**src/rtl/alu_ctrl_pkg.sv**
```systemverilog
// Shared types for the ALU request controller: opcodes, ALU select encoding,
// FSM states, status bit positions and the opcode-to-control decode.
package alu_ctrl_pkg;

  typedef enum logic [2:0] {
    OP_ADD = 3'd0,
    OP_SUB = 3'd1,
    OP_AND = 3'd2,
    OP_OR  = 3'd3,
    OP_XOR = 3'd4,
    OP_SHR = 3'd5,
    OP_SHL = 3'd6,
    OP_NOR = 3'd7
  } op_e;

  // Result-mux codes, placed in alu_sel[4:2]
  localparam logic [2:0] SEL_OR  = 3'b001;
  localparam logic [2:0] SEL_AND = 3'b010;
  localparam logic [2:0] SEL_XOR = 3'b011;
  localparam logic [2:0] SEL_ADD = 3'b100;
  localparam logic [2:0] SEL_SHR = 3'b101;
  localparam logic [2:0] SEL_SHL = 3'b110;

  // Operand inversion controls, alu_sel[1:0] = {invert B, invert A}
  localparam logic [1:0] INV_NONE = 2'b00;
  localparam logic [1:0] INV_B    = 2'b10;
  localparam logic [1:0] INV_AB   = 2'b11;

  typedef enum logic [1:0] {
    ST_IDLE = 2'd0,
    ST_EXEC = 2'd1,
    ST_RESP = 2'd2
  } state_e;

  localparam int STAT_C = 0;
  localparam int STAT_Z = 1;
  localparam int STAT_O = 2;
  localparam int STAT_N = 3;

  typedef struct packed {
    logic [4:0] sel;
    logic       cin;
  } alu_ctrl_t;

  // SUB is A + ~B + 1; NOR is ~A & ~B through the AND mux
  function automatic alu_ctrl_t decode_op(input op_e op);
    alu_ctrl_t c;
    c.sel = '0;
    c.cin = 1'b0;
    case (op)
      OP_ADD: c.sel = {SEL_ADD, INV_NONE};
      OP_SUB: begin
        c.sel = {SEL_ADD, INV_B};
        c.cin = 1'b1;
      end
      OP_AND: c.sel = {SEL_AND, INV_NONE};
      OP_OR:  c.sel = {SEL_OR,  INV_NONE};
      OP_XOR: c.sel = {SEL_XOR, INV_NONE};
      OP_SHR: c.sel = {SEL_SHR, INV_NONE};
      OP_SHL: c.sel = {SEL_SHL, INV_NONE};
      OP_NOR: c.sel = {SEL_AND, INV_AB};
      default: c.sel = '0;
    endcase
    return c;
  endfunction

endpackage

```
**src/rtl/rr_arbiter2.sv**
```systemverilog
// Two-way round-robin grant with a 1-bit priority pointer; purely combinational.
// The pointer moves to the non-granted requester only when i_adv is high and a grant is made.
module rr_arbiter2 (
  input  logic [1:0] i_req,
  input  logic       i_ptr,
  input  logic       i_adv,
  output logic [1:0] o_gnt,
  output logic       o_ptr
);

  always_comb begin
    o_gnt = i_req;
    if (&i_req) begin
      o_gnt = i_ptr ? 2'b10 : 2'b01;
    end
    o_ptr = i_ptr;
    if (i_adv && (|o_gnt)) begin
      o_ptr = o_gnt[0];
    end
  end

endmodule

```
**src/rtl/alu_req_ctrl.sv**
```systemverilog
// Arbitrates two requesters onto the shared ALU: accept in T, drive ALU in T+1, response in T+2.
// Response is held in RESP until rsp_ready; no new request is accepted until it drains.
module alu_req_ctrl
  import alu_ctrl_pkg::*;
#(
  parameter int WIDTH = 64
) (
  input  logic             clk,
  input  logic             rst,
  input  logic             req0_valid,
  input  logic             req1_valid,
  output logic             req0_ready,
  output logic             req1_ready,
  input  logic [2:0]       req0_op,
  input  logic [2:0]       req1_op,
  input  logic [WIDTH-1:0] req0_a,
  input  logic [WIDTH-1:0] req0_b,
  input  logic [WIDTH-1:0] req1_a,
  input  logic [WIDTH-1:0] req1_b,
  output logic [WIDTH-1:0] alu_a,
  output logic [WIDTH-1:0] alu_b,
  output logic [4:0]       alu_sel,
  output logic             alu_cin,
  input  logic [WIDTH-1:0] alu_out,
  input  logic             alu_cout,
  input  logic [3:0]       alu_status,
  output logic             rsp_valid,
  input  logic             rsp_ready,
  output logic             rsp_id,
  output logic [WIDTH-1:0] rsp_data,
  output logic             rsp_cout,
  output logic [3:0]       rsp_status,
  output logic             busy
);

  state_e           r_state;
  state_e           w_state_nxt;
  logic             r_ptr;
  logic             w_ptr_nxt;
  logic             w_idle;
  logic             w_take;
  logic [1:0]       w_req;
  logic [1:0]       w_gnt;
  logic [2:0]       w_op_in;
  logic [WIDTH-1:0] w_a_in;
  logic [WIDTH-1:0] w_b_in;
  op_e              r_op;
  logic             r_id;
  logic [WIDTH-1:0] r_alu_a;
  logic [WIDTH-1:0] r_alu_b;
  alu_ctrl_t        w_ctrl;
  logic [3:0]       w_status;
  logic             r_rsp_id;
  logic [WIDTH-1:0] r_rsp_data;
  logic             r_rsp_cout;
  logic [3:0]       r_rsp_status;

  assign w_req  = {req1_valid, req0_valid};
  assign w_idle = (r_state == ST_IDLE);
  assign w_take = w_idle & (|w_req);

  rr_arbiter2 u_arb (
    .i_req (w_req),
    .i_ptr (r_ptr),
    .i_adv (w_idle),
    .o_gnt (w_gnt),
    .o_ptr (w_ptr_nxt)
  );

  assign req0_ready = w_idle & w_gnt[0];
  assign req1_ready = w_idle & w_gnt[1];

  assign w_op_in = w_gnt[1] ? req1_op : req0_op;
  assign w_a_in  = w_gnt[1] ? req1_a  : req0_a;
  assign w_b_in  = w_gnt[1] ? req1_b  : req0_b;

  always_comb begin
    w_state_nxt = r_state;
    case (r_state)
      ST_IDLE: if (|w_req) w_state_nxt = ST_EXEC;
      ST_EXEC: w_state_nxt = ST_RESP;
      ST_RESP: if (rsp_ready) w_state_nxt = ST_IDLE;
      default: w_state_nxt = ST_IDLE;
    endcase
  end

  always_ff @(posedge clk or posedge rst) begin
    if (rst) begin
      r_state <= ST_IDLE;
      r_ptr   <= 1'b0;
    end else begin
      r_state <= w_state_nxt;
      r_ptr   <= w_ptr_nxt;
    end
  end

  // Operands are loaded on grant and then simply held until the next grant
  always_ff @(posedge clk or posedge rst) begin
    if (rst) begin
      r_op    <= OP_ADD;
      r_id    <= 1'b0;
      r_alu_a <= '0;
      r_alu_b <= '0;
    end else if (w_take) begin
      r_op    <= op_e'(w_op_in);
      r_id    <= w_gnt[1];
      r_alu_a <= w_a_in;
      r_alu_b <= w_b_in;
    end
  end

  assign w_ctrl   = decode_op(r_op);
  assign alu_a    = r_alu_a;
  assign alu_b    = r_alu_b;
  assign alu_sel  = (r_state == ST_EXEC) ? w_ctrl.sel : 5'b00000;
  assign alu_cin  = (r_state == ST_EXEC) ? w_ctrl.cin : 1'b0;

  assign w_status = {alu_status[STAT_N], alu_status[STAT_O],
                     alu_status[STAT_Z], alu_status[STAT_C]};

  always_ff @(posedge clk or posedge rst) begin
    if (rst) begin
      r_rsp_id     <= 1'b0;
      r_rsp_data   <= '0;
      r_rsp_cout   <= 1'b0;
      r_rsp_status <= 4'b0000;
    end else if (r_state == ST_EXEC) begin
      r_rsp_id     <= r_id;
      r_rsp_data   <= alu_out;
      r_rsp_cout   <= alu_cout;
      r_rsp_status <= w_status;
    end
  end

  assign rsp_valid  = (r_state == ST_RESP);
  assign rsp_id     = r_rsp_id;
  assign rsp_data   = r_rsp_data;
  assign rsp_cout   = r_rsp_cout;
  assign rsp_status = r_rsp_status;
  assign busy       = ~w_idle;

endmodule

```
**config.mk**
```make
export PLATFORM = sky130hd
export DESIGN_NAME = alu_req_ctrl
export DESIGN_NICKNAME = d
export VERILOG_FILES = /design/src/rtl/alu_ctrl_pkg.sv /design/src/rtl/rr_arbiter2.sv /design/src/rtl/alu_req_ctrl.sv
export SDC_FILE = /design/constraint.sdc
export NUM_CORES = 1
export LEC_CHECK = 0
export CORE_AREA = 3 3 208 210
export DETAILED_ROUTE_END_ITERATION = 7
export DIE_AREA = 0 0 211 213
export PLACE_DENSITY = 0.5
export SLEW_MARGIN = 20
export SYNTH_ARGS = -nofsm -noshare
export SYNTH_HDL_FRONTEND = slang
export SYNTH_HIERARCHICAL = 1
export SYNTH_SLANG_ARGS = --single-unit
```
**constraint.sdc**
```tcl
create_clock -name clk -period 11.4 [get_ports clk]
set_input_delay 2.28 -clock clk [delete_from_list [all_inputs] [get_ports clk]]
set_output_delay 2.28 -clock clk [all_outputs]
set_load 0.01 [all_outputs]
```
# == After elaboration in Yosys (flattened, before gate mapping) ==
# Cells that the tools add are included.
# word_totals
register_bits,205
in_bits,336
out_inout_bits,208
# op_classes
n_eq_ne,11
mux,12
bitwise,4
reduce_logical,7
# op_table
cell,n
64-bit two-way mux,2
5-bit one-hot mux with 8 select lines,1
3-bit equality test (second input constant),4
2-bit two-way mux,4
3-bit by 2-bit equality test with 1-bit output (second input constant),2
2-bit one-hot mux with 3 select lines,1
5-bit two-way mux,1
2-bit AND reduction,2
2-bit OR reduction,2
1-bit bitwise AND,3
3-bit by 1-bit equality test with 1-bit output (second input constant),1
3-bit zero test,1
3-bit two-way mux,1
2-bit by 1-bit equality test with 1-bit output (second input constant),1
2-bit equality test (second input constant),1
2-bit zero test,1
1-bit two-way mux,2
2-bit by 1-bit inequality test with 1-bit output (second input constant),1
2-bit inequality test (second input constant),1
1-bit logical AND,1
1-bit inverter,1

# == Logic depth before layout (Yosys ltp) ==
# depth
depth_word,4
ltp_mapped,7
ltp_nobuf,4

# == Cells and area by module ==
# Netlist, hierarchy kept.
# modules_own_cells
module,instances,cells_per_inst,area_per_inst_um2,seq_area_each_um2
alu_req_ctrl,1,750,9620.5,5129.9
rr_arbiter2,1,5,30.0,0.0

# == Worst setup path after synthesis ==
# OpenSTA, ideal clock, no wires.
# synth_path
kind,input-to-output
startpoint,input req1_valid
endpoint,output req1_ready
arrival_time_ns,3.074
t_required_ns,9.120
setup_slack_ns,6.046
stages,5
cell_sequence,a21boi_1 -> buf_6 -> buf_6 -> buf_2 -> and2_1
# synth_via
elab_chain_len,3
# synth_lines
element,line_no,source
start: declaration,alu_req_ctrl.sv:11,"input logic req1_valid,"
2-bit AND reduction,rr_arbiter2.sv:13,if (&i_req) begin
2-bit two-way mux (*),rr_arbiter2.sv:13,
1-bit bitwise AND (*),alu_req_ctrl.sv:71,assign req1_ready = w_idle & w_gnt[1];
end: declaration,alu_req_ctrl.sv:13,"output logic req1_ready,"
# Every way passes the cells marked *; elsewhere a longest branch is shown, timed or not.

# == Worst setup path in the final report ==
# layout_path
startpoint,input req1_valid
endpoint,output req1_ready
# layout_via
elab_chain_len,3
# layout_lines
element,line_no,source
2-bit AND reduction,rr_arbiter2.sv:13,
2-bit two-way mux (*),rr_arbiter2.sv:13,
net w_gnt[1],alu_req_ctrl.sv:43,logic [1:0] w_gnt;
1-bit bitwise AND (*),alu_req_ctrl.sv:71,
# The timed path passes the listed nets; every way through them passes the cells marked *.

==> results.md <==
* Status: finished, final reports clean
* Fin util at between 30% and 40%
* Setup violators final at 0
* Critical Path Source Type: input pin
* Overall routing resource usage at 15.0%
* Final HPWL DP at approximately 26 mm
* Setup TNS at 0 ps
* Row count at 75
* Mean Syn Cell Area at 12.8 µm²
* # IOs at 544
* Tcrit/Tclk final at between 50% and 60%
* Static leakage power at around 7 nW
* Unique cell type count in the Yosys netlist at 27
* Overall die width at about 210 µm
* Root Buffer: clkbuf_16
* XOR/XNOR Fraction of Synth Area at less than 1%
* Vias/cell at around 4.1
* Area of the mapped netlist at 9650 µm²
* Synth Area in Adders at 0%
* Port Buf Inserts at between 500 and 600
* Relative slew slack at 31.6%
* Final Hold Vio Count at 0
* CTS Buf Count at 28
* Seq pwr share at 30.8%
* Sw Ratio at 33.1%
* VDD IR max at roughly 0.12 mV
* Int Pwr at between 2 and 3 mW
* Setup Fix Bufs, Post-CTS at 0
* Max stage delay on crit path at 610 ps
* RePlAce Congestion at 0.758
* Largest family of logic cells by synthesized area: multiplexers
* Unrepaired setup endpoints after global routing: no
* WL final at 35.5 mm
* Synthesis-to-layout area growth at 69.7%
* H-tree depth at 1
* Clk pwr share at 19.4%
* CP cell instances: clkdlybuf4s50_1, a21boi_4, buf_6, and2_1, clkdlybuf4s50_1
* Combinational power share at about half
* ANT nets after route at 0
* Compound-Gate Fraction of Synth Area at less than 1%
* Setup crit end kind: primary output
* Clock latency on the worst-skew pair at 540 ps
* Share of layout cells above drive strength 1 at about 24%
* Crit path buf inv count at 3
* Crit Path Class: input pin to primary output
* Top delay family on crit path: buffers and inverters
* Drt drc at 0
* Worst Tran Pin Value at ~1000 ps
* Mapped Nets at 1,091
* Number of DRC violations after detailed-routing iteration 0 at 215
* Top cell by count, worst path: clkdlybuf4s50_1
* CTS Buffer Depth at 3
* Via count at about 7,600
* Psw at approximately 1.4 mW
* GRT Residual Overflow at 0
* Largest net degree at the start of global routing at 138
* Die Area at between 40,000 and 50,000 µm²
* Slowest CP cell: buf_6
* Yosys warnings at 6
* Register area share after synthesis at ~53%
* Fmax at ~0.15 GHz
* Final #Nets at ~1,600
* Max cap viols at 0
* P per Cell Area at around 260 nW/µm²
* Number of gates resized after CTS at 0
* CTS clk-pin slew, worst paths at around 50 ps
* Synth Area in Simple Gates at under 10%
* Initial core utilization at 23.1%
* Die Span Y at 213 µm
* 1st-pass router iterations at 6
* Overall Power at ~4.2 mW
* Multiplexer share of the synthesized area at roughly a third
* Hold WC Path Type: flip-flop to flip-flop
* Gate Count Post-Synth at roughly 760
* First-pass GRT wire length at 51.7 mm
* Number of global-route vias before repair at ~8,000
* #FFs+latches synth at slightly above 200
* Critical path arrival at approximately 4400 ps
* Setup Skew at 11.4 ps
* Worst Path Max Fanout at 79
* Post-layout minimum cycle time at ~6700 ps
* Drt wl/cell at between 15 and 20 µm
* Initial antenna violation count at 2
* Clk sinks at between 200 and 250
* Req. time, crit path at ~9100 ps
* Final Slew Violations at 0
* Core ar. at between 40,000 and 50,000 µm²
* Hold buffer count at CTS at 0
* CTS tree: done
-- layout by cell type (no fill, tap or decap), types with 6 or more instances in the layout --
master	netlist	layout
clkdlybuf4s50_1	0	543
mux2_4	68	68
dfrtp_1	205	205
nand2_1	212	212
clkbuf_16	0	29
buf_4	12	6
clkbuf_1	9	7
mux2_2	193	193
clkinv_2	0	8
-- logic make-up after synthesis --
kind of cell / count (synthesis)
compound gates: 10
flops: 205
mux: 263
buf+inv: 51
simple gates: 225
xor+xnor: 1
-- metrics by stage --
stage	instance area (µm²)	cells	setup slack, ps	hold WS (ps)
after floorplan	9650	755	3520	435
after global placement	15500	1798	4440	446
after detailed placement	15500	1798	4430	461
after CTS	16400	1847	4420	469
after global routing	16400	1847	4620	492
final	16400	1848	4720	470
-- routing by layer --
layer / track usage, % / share of wire [%] / wire (µm)
met2: 26.9 / 51 / 18100
met5: 0 / 0.051 / 18
met4: 3.39 / 2.0 / 722
met1: 17.5 / 39 / 13800
met3: 5.04 / 8.2 / 2930
-- final timing paths --
kind / start / endpoint / slack (ps) / cells after the start
setup / recovery: req1_valid / req1_ready / 4720 / 5
hold / removal: rsp_data[47]$_DFFE_PP0P_ / rsp_data[47]$_DFFE_PP0P_ / 470 / 2
setup reg to reg: r_state[1]$_DFFE_PP0P_ / alu_b[26]$_DFFE_PP0P_ / 7980 / 5
hold reg to reg: rsp_data[47]$_DFFE_PP0P_ / rsp_data[47]$_DFFE_PP0P_ / 470 / 2
max in group asynchronous: rst / rsp_data[27]$_DFFE_PP0P_ / 7530 / 3
min in group asynchronous: rst / alu_b[51]$_DFFE_PP0P_ / 2220 / 2
-- cell usage after synthesis --
| library cell | count | area, µm² |
|---|---|---|
| clkbuf_1 | 9 | 33.8 |
| or2_2 | 1 | 6.26 |
| buf_6 | 3 | 33.8 |
| inv_1 | 5 | 18.8 |
| nand2b_1 | 2 | 12.5 |
| a21boi_0 | 1 | 7.51 |
| buf_1 | 5 | 18.8 |
| and2_1 | 2 | 12.5 |
| a21oi_1 | 4 | 20.0 |
| xnor2_1 | 1 | 8.76 |
| nor2_4 | 1 | 11.3 |
| or2b_1 | 2 | 15.0 |
| nand2_1 | 212 | 796 |
| nand3b_1 | 1 | 7.51 |
| buf_2 | 9 | 45.0 |
| o21a_1 | 1 | 7.51 |
| nor2_1 | 3 | 11.3 |
| a21boi_1 | 1 | 7.51 |
| a31oi_1 | 1 | 6.26 |
| buf_8 | 8 | 120 |
| o21ai_0 | 2 | 10.0 |
| mux2_2 | 193 | 2170 |
| dfrtp_1 | 205 | 5130 |
| mux2i_1 | 2 | 20.0 |
| buf_4 | 12 | 90.1 |
| nor2b_1 | 1 | 6.26 |
| mux2_4 | 68 | 1020 |
-- layout make-up --
cell class              instances  area [µm²]
repair buffers                550        5490
clock inverters                 9        48.8
clock buffers                  40         807
flip-flops and latches        205        5130
well taps                     539         674
multi-input cells             499        4190
diodes                          1        2.50
fillers                      4064       25400
inverters                       5        31.3
-- flip-flops by register name, indices dropped and copies added, names as in the netlist, 2 cells and up --
register	cells
alu_b	64
rsp_status	4
alu_a	64
r_op	3
r_state	2
rsp_data	64
-- power by group through the flow --
| stage | Clock, mW | Combinational (mW) | Sequential, mW |
|---|---|---|---|
| floorplan | 0 | 0.913 | 1.47 |
| global placement | 0 | 2.15 | 1.31 |
| detailed placement | 0 | 2.15 | 1.31 |
| CTS | 0.866 | 2.16 | 1.31 |
| global route | 0.894 | 2.27 | 1.36 |
| finish | 0.822 | 2.11 | 1.30 |
-- tightest hold or removal path, stage by stage (launching register included) --
cell,delay (ps)
dfrtp_1,340
nand2_1,50
nand2_1,50
(Power assumes the default switching activity.)
